--- src/rtl/if_stage_pkg.sv ---
`default_nettype none
// ============================================================================
// Module      : if_stage_pkg
// Description : Shared widths, reset PC and bus layouts for the fetch stage.
// Revision    : 1.0 - initial release
// ============================================================================
package if_stage_pkg;

  localparam int          FS_TO_DS_BUS_WD  = 64;
  localparam int          BR_BUS_WD        = 33;
  localparam logic [31:0] RESET_PC_DEFAULT = 32'hBFC0_0000;

  // Redirect request from decode
  typedef struct packed {
    logic        taken;
    logic [31:0] target;
  } br_bus_t;

  // Instruction handed to decode
  typedef struct packed {
    logic [31:0] pc;
    logic [31:0] inst;
  } fs_to_ds_t;

endpackage
`default_nettype wire

--- src/rtl/if_stage_if.sv ---
`default_nettype none
// ============================================================================
// Module      : if_stage_if
// Description : Fetch-stage bundle: decode handshake, branch bus and
//               instruction SRAM read port.
// Revision    : 1.0 - initial release
// ============================================================================
interface if_stage_if;
  import if_stage_pkg::*;

  logic                       ds_allowin;
  logic [BR_BUS_WD-1:0]       br_bus;
  logic                       fs_to_ds_valid;
  logic [FS_TO_DS_BUS_WD-1:0] fs_to_ds_bus;
  logic                       inst_sram_en;
  logic [3:0]                 inst_sram_wen;
  logic [31:0]                inst_sram_addr;
  logic [31:0]                inst_sram_rdata;

  // Fetch stage side
  modport master (
    input  ds_allowin, br_bus, inst_sram_rdata,
    output fs_to_ds_valid, fs_to_ds_bus, inst_sram_en, inst_sram_wen, inst_sram_addr
  );

  // Decode / SRAM side
  modport slave (
    output ds_allowin, br_bus, inst_sram_rdata,
    input  fs_to_ds_valid, fs_to_ds_bus, inst_sram_en, inst_sram_wen, inst_sram_addr
  );

endinterface
`default_nettype wire

--- src/rtl/if_stage_dff.sv ---
`default_nettype none
// ============================================================================
// Module      : if_stage_dff
// Description : Enable flop with asynchronous active-low reset.
// Revision    : 1.0 - initial release
// ============================================================================
module if_stage_dff #(
  parameter int               WIDTH   = 1,
  parameter logic [WIDTH-1:0] RST_VAL = '0
) (
  input  logic             clk,
  input  logic             reset,
  input  logic             en,
  input  logic [WIDTH-1:0] d,
  output logic [WIDTH-1:0] q
);

  // Load d when enabled; reset value applied asynchronously
  always_ff @(posedge clk or negedge reset) begin
    if (!reset)  q <= RST_VAL;
    else if (en) q <= d;
  end

endmodule
`default_nettype wire

--- src/rtl/if_stage_inst_buf.sv ---
`default_nettype none
// ============================================================================
// Module      : if_stage_inst_buf
// Description : One-entry holding register for SRAM read data while decode
//               stalls; bypasses rdata straight through when empty.
// Revision    : 1.0 - initial release
// ============================================================================
module if_stage_inst_buf (
  input  logic        clk,
  input  logic        reset,
  input  logic        fill,
  input  logic        clear,
  input  logic [31:0] rdata,
  output logic [31:0] inst,
  output logic        buf_valid
);

  logic [31:0] inst_buf;

  // Occupancy flag; a clear wins over a simultaneous fill
  always_ff @(posedge clk or negedge reset) begin
    if (!reset)     buf_valid <= 1'b0;
    else if (clear) buf_valid <= 1'b0;
    else if (fill)  buf_valid <= 1'b1;
  end

  // Capture the SRAM word on the first stall cycle only
  always_ff @(posedge clk or negedge reset) begin
    if (!reset)                inst_buf <= 32'h0;
    else if (fill && !clear)   inst_buf <= rdata;
  end

  assign inst = buf_valid ? inst_buf : rdata;

endmodule
`default_nettype wire

--- src/rtl/if_stage.sv ---
`default_nettype none
// ============================================================================
// Module      : if_stage
// Description : Instruction fetch stage: next-PC selection with delay-slot
//               aware redirect, SRAM read request, stall buffer and the
//               valid/allowin handshake towards decode.
// Revision    : 1.0 - initial release
// ============================================================================
module if_stage
  import if_stage_pkg::*;
#(
  parameter logic [31:0] RESET_PC = RESET_PC_DEFAULT
) (
  input  logic       clk,
  input  logic       reset,
  if_stage_if.master fs
);

  br_bus_t     br;
  fs_to_ds_t   out_bus;
  logic        to_fs_valid, fs_valid, br_pend, buf_valid;
  logic [31:0] fs_pc, br_pend_target, nextpc, fs_inst;
  logic        fs_allowin, accept, br_set;
  logic        fs_valid_en, br_pend_en, buf_fill, buf_clear;

  assign br = br_bus_t'(fs.br_bus);

  // A new fetch is issued whenever the stage is free or drains this cycle
  assign fs_allowin = !fs_valid || fs.ds_allowin;
  assign accept     = to_fs_valid && fs_allowin;

  // A branch seen while fs is empty: the next fetch is still the delay slot,
  // so the target is parked and used by the fetch after that.
  assign br_set     = br.taken && !fs_valid && !br_pend;

  assign nextpc = br_pend                ? br_pend_target :
                  (br.taken && fs_valid) ? br.target      :
                                           fs_pc + 32'd4;

  assign fs_valid_en = accept || (fs_valid && fs.ds_allowin);
  assign br_pend_en  = br_set || accept;
  assign buf_fill    = fs_valid && !fs.ds_allowin && !buf_valid;
  assign buf_clear   = fs_valid && fs.ds_allowin;

  if_stage_dff #(.WIDTH(1), .RST_VAL(1'b0)) u_to_fs_valid (
    .clk(clk), .reset(reset), .en(1'b1), .d(1'b1), .q(to_fs_valid)
  );

  if_stage_dff #(.WIDTH(1), .RST_VAL(1'b0)) u_fs_valid (
    .clk(clk), .reset(reset), .en(fs_valid_en), .d(accept), .q(fs_valid)
  );

  if_stage_dff #(.WIDTH(32), .RST_VAL(RESET_PC - 32'd4)) u_fs_pc (
    .clk(clk), .reset(reset), .en(accept), .d(nextpc), .q(fs_pc)
  );

  if_stage_dff #(.WIDTH(1), .RST_VAL(1'b0)) u_br_pend (
    .clk(clk), .reset(reset), .en(br_pend_en), .d(br_set), .q(br_pend)
  );

  if_stage_dff #(.WIDTH(32), .RST_VAL(32'h0)) u_br_pend_target (
    .clk(clk), .reset(reset), .en(br_set), .d(br.target), .q(br_pend_target)
  );

  if_stage_inst_buf u_inst_buf (
    .clk       (clk),
    .reset     (reset),
    .fill      (buf_fill),
    .clear     (buf_clear),
    .rdata     (fs.inst_sram_rdata),
    .inst      (fs_inst),
    .buf_valid (buf_valid)
  );

  assign out_bus.pc   = fs_pc;
  assign out_bus.inst = fs_inst;

  assign fs.fs_to_ds_valid = fs_valid;
  assign fs.fs_to_ds_bus   = out_bus;
  assign fs.inst_sram_en   = accept;
  assign fs.inst_sram_wen  = 4'b0000;
  assign fs.inst_sram_addr = nextpc;

endmodule
`default_nettype wire
--- src/flat_wrapper.sv ---
// flat-port wrapper written by rule: the top's interface ports become plain ports
module if_stage_flat import if_stage_pkg::*;
#(
  parameter logic [31:0] RESET_PC = RESET_PC_DEFAULT
)
  (clk, reset, fs_ds_allowin, fs_br_bus, fs_inst_sram_rdata, fs_fs_to_ds_valid, fs_fs_to_ds_bus, fs_inst_sram_en, fs_inst_sram_wen, fs_inst_sram_addr);
  if_stage_if fs_i ();
  input  logic clk;
  input  logic reset;
  input wire logic [$bits(fs_i.ds_allowin)-1:0] fs_ds_allowin;
  input wire logic [$bits(fs_i.br_bus)-1:0] fs_br_bus;
  input wire logic [$bits(fs_i.inst_sram_rdata)-1:0] fs_inst_sram_rdata;
  output wire logic [$bits(fs_i.fs_to_ds_valid)-1:0] fs_fs_to_ds_valid;
  output wire logic [$bits(fs_i.fs_to_ds_bus)-1:0] fs_fs_to_ds_bus;
  output wire logic [$bits(fs_i.inst_sram_en)-1:0] fs_inst_sram_en;
  output wire logic [$bits(fs_i.inst_sram_wen)-1:0] fs_inst_sram_wen;
  output wire logic [$bits(fs_i.inst_sram_addr)-1:0] fs_inst_sram_addr;
  assign fs_i.ds_allowin = fs_ds_allowin;
  assign fs_i.br_bus = fs_br_bus;
  assign fs_i.inst_sram_rdata = fs_inst_sram_rdata;
  assign fs_fs_to_ds_valid = fs_i.fs_to_ds_valid;
  assign fs_fs_to_ds_bus = fs_i.fs_to_ds_bus;
  assign fs_inst_sram_en = fs_i.inst_sram_en;
  assign fs_inst_sram_wen = fs_i.inst_sram_wen;
  assign fs_inst_sram_addr = fs_i.inst_sram_addr;
  if_stage #(.RESET_PC(RESET_PC)) u_core (.clk(clk), .reset(reset), .fs(fs_i));
endmodule
--- config.mk ---
export PLATFORM = sky130hd
export DESIGN_NAME = if_stage_flat
export DESIGN_NICKNAME = d
export VERILOG_FILES = /design/src/rtl/if_stage_pkg.sv /design/src/rtl/if_stage_if.sv /design/src/rtl/if_stage_dff.sv /design/src/rtl/if_stage_inst_buf.sv /design/src/rtl/if_stage.sv /design/src/flat_wrapper.sv
export SDC_FILE = /design/constraint.sdc
export NUM_CORES = 1
export LEC_CHECK = 0
export CAP_MARGIN = 20
export CORE_AREA = 2 2 113 115
export DETAILED_ROUTE_END_ITERATION = 10
export DIE_AREA = 0 0 115 117
export PLACE_DENSITY = 0.92
export SYNTH_ARGS = -nofsm -noshare
export SYNTH_HDL_FRONTEND = slang
export SYNTH_SLANG_ARGS = --single-unit
--- constraint.sdc ---
create_clock -name clk -period 2.9 [get_ports clk]
set_input_delay 0.58 -clock clk [delete_from_list [all_inputs] [get_ports clk]]
set_output_delay 0.58 -clock clk [all_outputs]
set_load 0.01 [all_outputs]
# After elaboration in Yosys (flattened, before gate mapping)
# Index checks and enable logic that the tools add are counted.
[totals]
register_bits = 100
out_inout_bits = 102
wordCells = 30
[op_classes]
add_sub_neg = 1
n_mux = 5
reduce_logical = 17
[op_table]
columns = ["cell", "count"]
rows = [
  ["2-to-1 mux 32 bit", 3],
  ["adder 32 x 3 -> 32 bit (second input constant)", 1],
  ["logical AND 1 bit", 8],
  ["zero test 1 bit", 5],
  ["logical OR 1 bit", 3],
  ["2-to-1 mux 1 bit", 2],
  ["nonzero test 2 bit", 1],
]

# Longest topological paths before layout
# Gate-level depths: netlist of the first run.
[logic_depth]
word_depth = 5
mapped_depth = 7

# By module
# Synthesis of the first run repeated with hierarchy kept, for this count alone.
[hier_totals]
hier_cells = 458
hier_area_um2 = 5900.7
[by_module_without_submodules]
columns = ["module", "instances", "cells_per_inst", "area_per_inst_um2"]
rows = [
  ["if_stage_inst_buf", 1, 108, 1771.7],
  ["if_stage_dff (u_core.u_fs_pc)", 1, 68, 1380.1],
  ["if_stage_dff (u_core.u_br_pend_target)", 1, 68, 1345.0],
  ["if_stage", 1, 208, 1283.7],
  ["if_stage_dff (u_core.u_br_pend ...)", 3, 2, 40.0],
]

# Worst setup path before layout of the first run
# No wires, ideal clock.
[synth_path]
kind = "reg-to-output"
from = "register u_core.u_fs_pc.q[2]"
to = "output fs_inst_sram_addr[30]"
t_arrival_ns = 2.178
required_ns = 2.320
setup_slack_ns = 0.142
stages_incl_launch_ff = 8
path_buffers = 1
cell_sequence = "dfstp_2 ha_1 and4_1 buf_4 nand3_2 or4b_4 xor2_1 a21oi_1"
[synth_between]
elab_chain_cells = 3
[synth_rtl]
columns = ["element", "line_no", "rtl"]
rows = [
  ["from (decl)", "if_stage_dff.sv:15", "output logic [WIDTH-1:0] q"],
  ["from (signal assigned)", "if_stage_dff.sv:20", "if (!reset) q <= RST_VAL;"],
  ["from (signal assigned)", "if_stage_dff.sv:21", "else if (en) q <= d;"],
  ["adder 32 x 3 -> 32 bit", "if_stage.sv:38", "fs_pc + 32'd4;"],
  ["2-to-1 mux 32 bit", "if_stage.sv:37", "(br.taken && fs_valid) ? br.target :"],
  ["2-to-1 mux 32 bit", "if_stage.sv:36", "assign nextpc = br_pend ? br_pend_target :"],
  ["to (decl)", "flat_wrapper.sv:17", "output wire logic [$bits(fs_i.inst_sram_addr)-1:0] fs_inst_sram_addr;"],
]
# Every way passes these cells.

# Worst setup path after layout of the first run
# Ends and elaborated chain as after synthesis.

==> flow_summary.toml, run 1 <==
[outcome]
outcome = "finished, violations left"
violations = "negative setup slack"

[synth]
ys.flop_type = "dfrtp_1"
postSynthCellCount = 535
ys_ff_latch = 100
synth_edf_count = 0
synth_warnings = 0
syn_area_sq_um = 5720
synth_common_cells = "mux2_2 (111), dfrtp_1 (72), a21oi_1 (41)"
synth_area_leaders = "dfrtp_1 (31%), mux2_2 (22%), dfstp_2 (13%)"
synth_top_area_frac = 0.315
async_flop_share = 1.00
synth_most_common_cell = "mux2_2"
yosysSeqAreaShare = 0.443
synth_cell_types = 59
yosysTopAreaCell = "dfrtp_1"
avgSynthCellArea_sq_um = 10.7

[worst_setup_path]
critPathRequiredTime_ps = 2320
arrival_ps = 2400
critPathKind = "register to output pin"
crit_family = "simple AND/OR/NAND/NOR gates"
startpoint_type = "register"
cp_cell_sequence = "ha_2, and4_4, nand3_2, or4b_4, xor2_1, a21oi_2, buf_2"
worst_r2r_endpoint = "u_core.u_fs_pc.q[17]$_DFFE_PN1P_"
end_kind = "output pin"
worst-path-stages = 7
crit_path_end = "fs_inst_sram_addr[30]"
crit_path_max_fanout = 2
cp_num_buf_inv = 1
critPathLaunch = "u_core.u_fs_pc.q[2]$_DFFE_PN1P_"
r2r_cells = 8
cp_slowest_stage_delay_ps = 540
cp_slowest_cell = "dfstp_2"
r2r_start = "u_core.u_fs_pc.q[3]$_DFFE_PN1P_"
reg2reg_slack_ps = 680

[sta]
rsz0062_at_grt = "true"
finalCriticalPeriod_ps = 2980
fmax_mhz = 335
setup-tns-final_ps = -146
slew-limit-headroom = 0.423
finalSetupViolations = 2
worstMarginPinSlew_ps = 866
worst_clock_skew_ps = 4.96
hold_viol = 0
period_share = 1.03
setup_ws_ps = -81.7
maxSlewViolCount = 0
whs_ps = 335

[layout]
multi_input_area_sq_um = 3160
fin_area_sq_um = 8550
layout.nets = 825
area_delta_synth_final_pct = 49.4
drive_gt1_frac = 0.392
seqCellArea_sq_um = 2540
fillers = 833
num_antenna_cells = 0

[routing]
routed-via-count = 5468
routed_wl_um = 19000
drc_errors = 0
viasPerCell = 6.00
dr.pass1.iters = 7
drt_iter0_markers = 366
wire_per_inst_um = 20.9
drtAntennaViolNets = 0

[clock_network]
clk_pin_slew_worst_paths_ps = 70
clockBufferDepth = 2
hold_buffers = 0
numClockSinks = 100
clock_tree.root_cell = "clkbuf_16"
htree_levels = 3
worstSkewPairLatency_ps = 340
cts_buffers = 9
cts_tree = "built"

[power]
power_mw = 6.75
p_leak_nw = 3.58
ir_worst_vdd_uv = 389
powerDensity_nw_per_um2 = 789

[placement]
pre_cts_ws_ps = -297
place_congestion = 0.838
hpwl_um = 13200
placed_area_sq_um = 8040
port_buffers = 165

[global_route]
grt_max_degree = 66
grt_pass1_wl_um = 29500
antenna_found_initial = 0
grt_use_total = 0.283
grt_pass1_vias = 5754
overflow = 0

[die]
rows = 41
fp.dieArea_sq_um = 13500
core_sq_um = 12300
die_w_um = 115
boundaryPins = 170
start_util = 0.465
die_h_um = 117

[run]
drv_cap = 0

[min_path]
hold_class = "input port to async pin"
worst min path at each step:
stage / end / slack [ps]
after detailed placement: u_core.u_fs_valid.q$_DFFE_PN0P_ / 460
after global routing: u_core.u_inst_buf.inst_buf[30]$_DFFE_PN0P_ / 420
after CTS: u_core.u_inst_buf.inst_buf[29]$_DFFE_PN0P_ / 370
final: u_core.u_inst_buf.inst_buf[29]$_DFFE_PN0P_ / 340
after global placement: u_core.u_fs_valid.q$_DFFE_PN0P_ / 450
after floorplan: u_core.u_br_pend.q$_DFFE_PN0P_ / 280
per-layer routing:
metal  vias up  track usage  wire length [um]
met1      2663        0.332              6960
met2       327        0.489              9390
met5         -            0                 0
met4         0        0.133               802
met3        73       0.0700              1850
li1       2405            -                 -
stage by stage:
stage | utilization | instances
2_1_floorplan | - | 538
3_3_place_gp | 0.653 | 892
3_5_place_dp | 0.653 | 892
4_1_cts | 0.692 | 911
5_1_grt | 0.695 | 911
6_report | 0.695 | 911
cells in the final DEF (no fill, tap or decap), drive strengths merged, types with 9 or more instances in the layout:
master / instances
a21oi: 42
a31oi: 9
and3: 12
buf: 97
clkbuf: 16
clkdlybuf4s50: 132
dfrtp: 72
dfstp: 28
dlygate4sd2: 13
mux2: 111
nand2: 27
nand4: 12
nor2: 20
nor3: 9
o21ai: 30
or3: 10
xnor2: 17
flip-flops by register name, summed over array words and instances, names as in the netlist:
signal / cells
u_core.u_fs_valid.q: 1
u_core.u_inst_buf.buf_valid: 1
u_core.u_br_pend.q: 1
u_core.u_br_pend_target.q: 32
u_core.u_to_fs_valid.q: 1
u_core.u_inst_buf.inst_buf: 32
u_core.u_fs_pc.q: 32
cells by family after synthesis:
kind of cell | count (synthesis) | share of synthesized area
compound gates | 121 | 0.131
simple gates | 120 | 0.118
mux | 117 | 0.229
flops | 100 | 0.443
buf+inv | 51 | 0.0398
xor+xnor | 23 | 0.0352
other cells | 2 | 0.00131
fa+ha+maj | 1 | 0.00219
area by class of cell:
type,count,area share
sequential,100,0.297
inverter,7,0.00307
multi-input combinational,387,0.370
timing repair buffer,251,0.265
clock buffer,10,0.0279
clock inverter,6,0.0157
tap,150,0.0219
timing repair:
item | 4_1_cts | 5_1_grt
resized for setup | 101 | 32
setup buffers | 3 | 0
pin swaps | 16 | 12
setup endpoints to repair | 31 | 25
where the power goes:
part,internal [mW],switching (mW)
clock,0.956,0.535
sequential,1.91,0.310
combinational,1.61,1.42
Note: power is estimated with default switching activity, not from simulation.
==> run 2: changes to the inputs <==
--- a/config.mk
+++ b/config.mk
@@ -6,10 +6,10 @@
 export NUM_CORES = 1
 export LEC_CHECK = 0
 export CAP_MARGIN = 20
-export CORE_AREA = 2 2 113 115
+export CORE_AREA = 2 2 119 109
 export DETAILED_ROUTE_END_ITERATION = 10
-export DIE_AREA = 0 0 115 117
-export PLACE_DENSITY = 0.92
+export DIE_AREA = 0 0 121 111
+export PLACE_DENSITY_LB_ADDON = 0.08
 export SYNTH_ARGS = -nofsm -noshare
 export SYNTH_HDL_FRONTEND = slang
 export SYNTH_SLANG_ARGS = --single-unit
==> flow_summary.toml, run 2 (synthesis results as in run 1) <==
[sta]
finalSetupViolations = 7
setup-tns-final_ps = -247
hold_viol = 0
worstMarginPinSlew_ps = 614
setup_ws_ps = -50.3
maxSlewViolCount = 0
period_share = 1.02
worst_clock_skew_ps = 14.6
whs_ps = 223
slew-limit-headroom = 0.591
rsz0062_at_grt = "true"
finalCriticalPeriod_ps = 2950
fmax_mhz = 339

[layout]
area_delta_synth_final_pct = 50.6
fillers = 960
drive_gt1_frac = 0.414
final_cells = 942
layout_commonest_cell = "clkdlybuf4s50_1"
reg_top3 = "u_core.u_br_pend_target.q x32, u_core.u_fs_pc.q x32, u_core.u_inst_buf.inst_buf x32"
layout.nets = 842
num_antenna_cells = 0
multi_input_area_sq_um = 3160
final_util = 0.698
seqCellArea_sq_um = 2540
final_cell_mix = "clkdlybuf4s50_1 (132), mux2_2 (111), buf_4 (92)"

[worst_setup_path]
critPathRequiredTime_ps = 2320
crit_family = "simple AND/OR/NAND/NOR gates"
crit_path_max_fanout = 3
reg2reg_slack_ps = 710
cp_cell_sequence = "ha_2, and4_4, nand3_2, or4b_4, xor2_1, a21oi_1, buf_2"
critPathKind = "register to output pin"
startpoint_type = "register"
worst-path-stages = 7
end_kind = "output pin"
arrival_ps = 2370
cp_slowest_stage_delay_ps = 560
worst_r2r_endpoint = "u_core.u_fs_pc.q[23]$_DFFE_PN1P_"
r2r_cells = 9
r2r_start = "u_core.u_fs_pc.q[2]$_DFFE_PN1P_"
cp_slowest_cell = "dfstp_2"
cp_num_buf_inv = 1

[clock_network]
worstSkewPairLatency_ps = 360
cts_tree = "built"
clockBufferDepth = 2
clk_pin_slew_worst_paths_ps = 70
htree_levels = 3
clock_tree.root_cell = "clkbuf_16"
hold_buffers = 0
numClockSinks = 100
cts_buffers = 9

[routing]
drt_iter0_markers = 392
routed_wl_um = 17200
drc_errors = 0
drtAntennaViolNets = 0
wire_per_inst_um = 18.2
dr.pass1.iters = 5
routed-via-count = 5292
viasPerCell = 5.62

[global_route]
antenna_found_initial = 0
grt_max_degree = 61
grt_pass1_vias = 5383
overflow = 0
grt_use_total = 0.260
grt_pass1_wl_um = 27800

[power]
p_leak_nw = 3.61
power_mw = 6.43
ir_worst_vdd_uv = 453
powerDensity_nw_per_um2 = 746

[die]
die_w_um = 121
boundaryPins = 170
rows = 39
start_util = 0.464
core_sq_um = 12300
die_h_um = 111
fp.dieArea_sq_um = 13400

[outcome]
outcome = "finished, violations left"
violations = "negative setup slack"

[placement]
numPlacedInstances = 911
place_congestion = 0.823
port_buffers = 165
hpwl_um = 11900

[run]
drv_cap = 0

[min_path]
hold_class = "input port to async pin"
## run 2: cell count changes in the layout (fill, tap and decap cells not counted), sizes merged
cell | previous run | this run
buf | 97 | 117
bufinv | 4 | 1
clkinvlp | 0 | 1
dlygate4sd2 | 13 | 9
dlymetal6s2s | 2 | 3
inv | 8 | 10
## run 2: report_power, final
part,leakage (nW),switching (mW),internal (mW)
clock,0.144,0.564,0.678
sequential,1.14,0.286,1.91
combinational,2.32,1.35,1.65
total,3.61,2.20,4.24
## run 2: layout make-up
| cell class | count | share of cell area |
|---|---|---|
| clock inverter | 6 | 0.00798 |
| clock buffer | 10 | 0.0266 |
| inverter | 7 | 0.00305 |
| tap | 164 | 0.0238 |
| multi-input combinational | 387 | 0.367 |
| timing repair buffer | 268 | 0.278 |
| sequential | 100 | 0.295 |
## run 2: per-layer routing
layer	share of wire	GRT usage	vias to the layer above
li1	-	-	2440
met1	0.44	0.351	2660
met2	0.48	0.417	164
met3	0.057	0.0674	28
met4	0.015	0.0643	0
met5	0	0	-
## run 2: what timing repair did
action                     in CTS  in global routing
hold endpoints to repair        0                  0
cloned                          0                  0
pin swaps                      16                 15
setup buffers                   8                  7
gates resized for setup       110                 37
setup endpoints to repair      32                 25
## run 2: through the flow
stage               cell area, sq um  setup WS [ps]
finish                          8620          -50.3
global route                    8620           -138
CTS                             8500           -126
detailed placement              8080           -224
global placement                8080           -154
floorplan                       5740            142
## run 2: worst max-delay path by stage
stage                                          from                     to
finish              u_core.u_fs_pc.q[3]$_DFFE_PN1P_  fs_inst_sram_addr[30]
global route        u_core.u_fs_pc.q[3]$_DFFE_PN1P_  fs_inst_sram_addr[25]
CTS                 u_core.u_fs_pc.q[3]$_DFFE_PN1P_  fs_inst_sram_addr[25]
detailed placement                    fs_br_bus[32]  fs_inst_sram_addr[12]
global placement                      fs_br_bus[32]  fs_inst_sram_addr[27]
floorplan           u_core.u_fs_pc.q[2]$_DFFE_PN1P_  fs_inst_sram_addr[30]
==> run 3: changes to the inputs <==
--- a/config.mk
+++ b/config.mk
@@ -6,9 +6,9 @@
 export NUM_CORES = 1
 export LEC_CHECK = 0
 export CAP_MARGIN = 20
-export CORE_AREA = 2 2 119 109
+export CORE_AREA = 2 2 130 119
 export DETAILED_ROUTE_END_ITERATION = 10
-export DIE_AREA = 0 0 121 111
+export DIE_AREA = 0 0 132 121
 export PLACE_DENSITY_LB_ADDON = 0.08
 export SYNTH_ARGS = -nofsm -noshare
 export SYNTH_HDL_FRONTEND = slang
==> flow_summary.toml, run 3 (synthesis results as in run 1) <==
[outcome]
outcome = "finished, violations left"
violations = "negative setup slack"

[layout]
seqCellArea_sq_um = 2540
fillers = 1265
reg_top3 = "u_core.u_br_pend_target.q x32, u_core.u_fs_pc.q x32, u_core.u_inst_buf.inst_buf x32"
layout_commonest_cell = "clkdlybuf4s50_1"
layout.nets = 843
final_util = 0.595
drive_gt1_frac = 0.409
area_delta_synth_final_pct = 51.4
multi_input_area_sq_um = 3160
final_cell_mix = "clkdlybuf4s50_1 (132), mux2_2 (111), buf_4 (99)"

[min_path]
hold_class = "input port to async pin"

[worst_setup_path]
startpoint_type = "register"
worst_r2r_endpoint = "u_core.u_fs_pc.q[25]$_DFFE_PN1P_"
cp_slowest_stage_delay_ps = 540
r2r_start = "u_core.u_fs_pc.q[12]$_DFFE_PN1P_"
critPathKind = "register to output pin"
critPathRequiredTime_ps = 2320
cp_cell_sequence = "ha_2, and4_4, nand3_2, or4b_4, xor2_1, a21oi_2, buf_2"
r2r_cells = 6
crit_path_max_fanout = 2
reg2reg_slack_ps = 790
cp_slowest_cell = "dfstp_2"
end_kind = "output pin"
arrival_ps = 2330

[sta]
setup-tns-final_ps = -12.6
finalSetupViolations = 1
rsz0062_at_grt = "true"
finalCriticalPeriod_ps = 2910
hold_viol = 0
worst_clock_skew_ps = 6.33
slew-limit-headroom = 0.635
whs_ps = 210
worstMarginPinSlew_ps = 547
setup_ws_ps = -12.6
period_share = 1.00
maxSlewViolCount = 0
fmax_mhz = 343

[global_route]
grt_pass1_wl_um = 28200
grt_pass1_vias = 5362
antenna_found_initial = 1
grt_max_degree = 46
grt_use_total = 0.222
overflow = 0

[die]
rows = 42
die_w_um = 132
boundaryPins = 170
die_h_um = 121
start_util = 0.393
fp.dieArea_sq_um = 16000
core_sq_um = 14600

[routing]
viasPerCell = 5.32
drt_iter0_markers = 239
dr.pass1.iters = 4
drtAntennaViolNets = 0
routed_wl_um = 17500
routed-via-count = 5202
drc_errors = 0
wire_per_inst_um = 17.9

[clock_network]
clock_tree.root_cell = "clkbuf_16"
clockBufferDepth = 2
numClockSinks = 100
hold_buffers = 0
cts_tree = "built"
worstSkewPairLatency_ps = 350
cts_buffers = 9
htree_levels = 3
clk_pin_slew_worst_paths_ps = 70

[power]
powerDensity_nw_per_um2 = 742
p_leak_nw = 3.63
ir_worst_vdd_uv = 471

[placement]
place_congestion = 0.830
port_buffers = 165
hpwl_um = 12600
pre_cts_ws_ps = -280

[run]
drv_cap = 0
==> run 3: changes by cell type in the layout (fill, tap and decap cells not counted), sizes merged <==
| cell | before | now |
|---|---|---|
| inv | 10 | 7 |
| clkinv | 1 | 2 |
| dlygate4sd2 | 9 | 14 |
| buf | 117 | 119 |
| clkbuf | 16 | 14 |
| diode | 0 | 1 |
| dlymetal6s2s | 3 | 1 |
==> run 3: area by class of cell <==
type,instances,share of cell area
Multi-Input combinational cell,387,0.364
Sequential cell,100,0.293
Timing Repair Buffer,269,0.276
Clock buffer,12,0.0296
Tap cell,198,0.0286
Clock inverter,4,0.00549
Inverter,7,0.00303
Antenna cell,1,0.000289
==> run 3: per-stage QoR <==
stage	std cells	area (sq um)	total power, mW
floorplan	538	5740	3.58
global placement	956	8210	5.18
detailed placement	956	8210	5.24
CTS	975	8580	6.45
global route	977	8660	6.81
finish	978	8670	6.43
==> run 3: timing repair <==
item	4_1_cts	5_1_grt
cloned	0	0
gates resized for setup	112	27
endpoints found under the setup margin	32	20
buffers inserted	3	2
pin swaps	13	9
==> run 3: report_power, final <==
part | internal, mW | total, mW | switching (mW) | leakage (nW)
combinational | 1.64 | 3.00 | 1.35 | 2.34
clock | 0.714 | 1.25 | 0.537 | 0.149
sequential | 1.91 | 2.18 | 0.271 | 1.14
==> run 3: how the worst max path moves through the flow <==
stage	to	startpoint	depth (start not counted)
after detailed placement	fs_inst_sram_addr[19]	fs_br_bus[32]	7
final	fs_inst_sram_addr[30]	u_core.u_fs_pc.q[2]$_DFFE_PN1P_	7
after global routing	fs_inst_sram_addr[30]	u_core.u_fs_pc.q[2]$_DFFE_PN1P_	7
after floorplan	fs_inst_sram_addr[30]	u_core.u_fs_pc.q[2]$_DFFE_PN1P_	7
after global placement	fs_inst_sram_addr[5]	fs_br_bus[32]	6
after CTS	fs_inst_sram_addr[25]	u_core.u_fs_pc.q[10]$_DFFE_PN1P_	7
==> run 3: metal layers <==
metal	GRT usage	wire, um	part of all wire
met1	0.290	7760	0.44
met2	0.371	8530	0.49
met3	0.0564	1030	0.058
met4	0.0564	210	0.012
met5	0	13	0.00074
==> run 3: worst max-delay path, delay by kind of cell, from the launching register on <==
family / cells / cell delay [ps]
compound gates: 1 / 150
xor+xnor: 1 / 170
fa+ha+maj: 1 / 180
buf+inv: 1 / 150
flops: 1 / 540
simple gates: 3 / 810
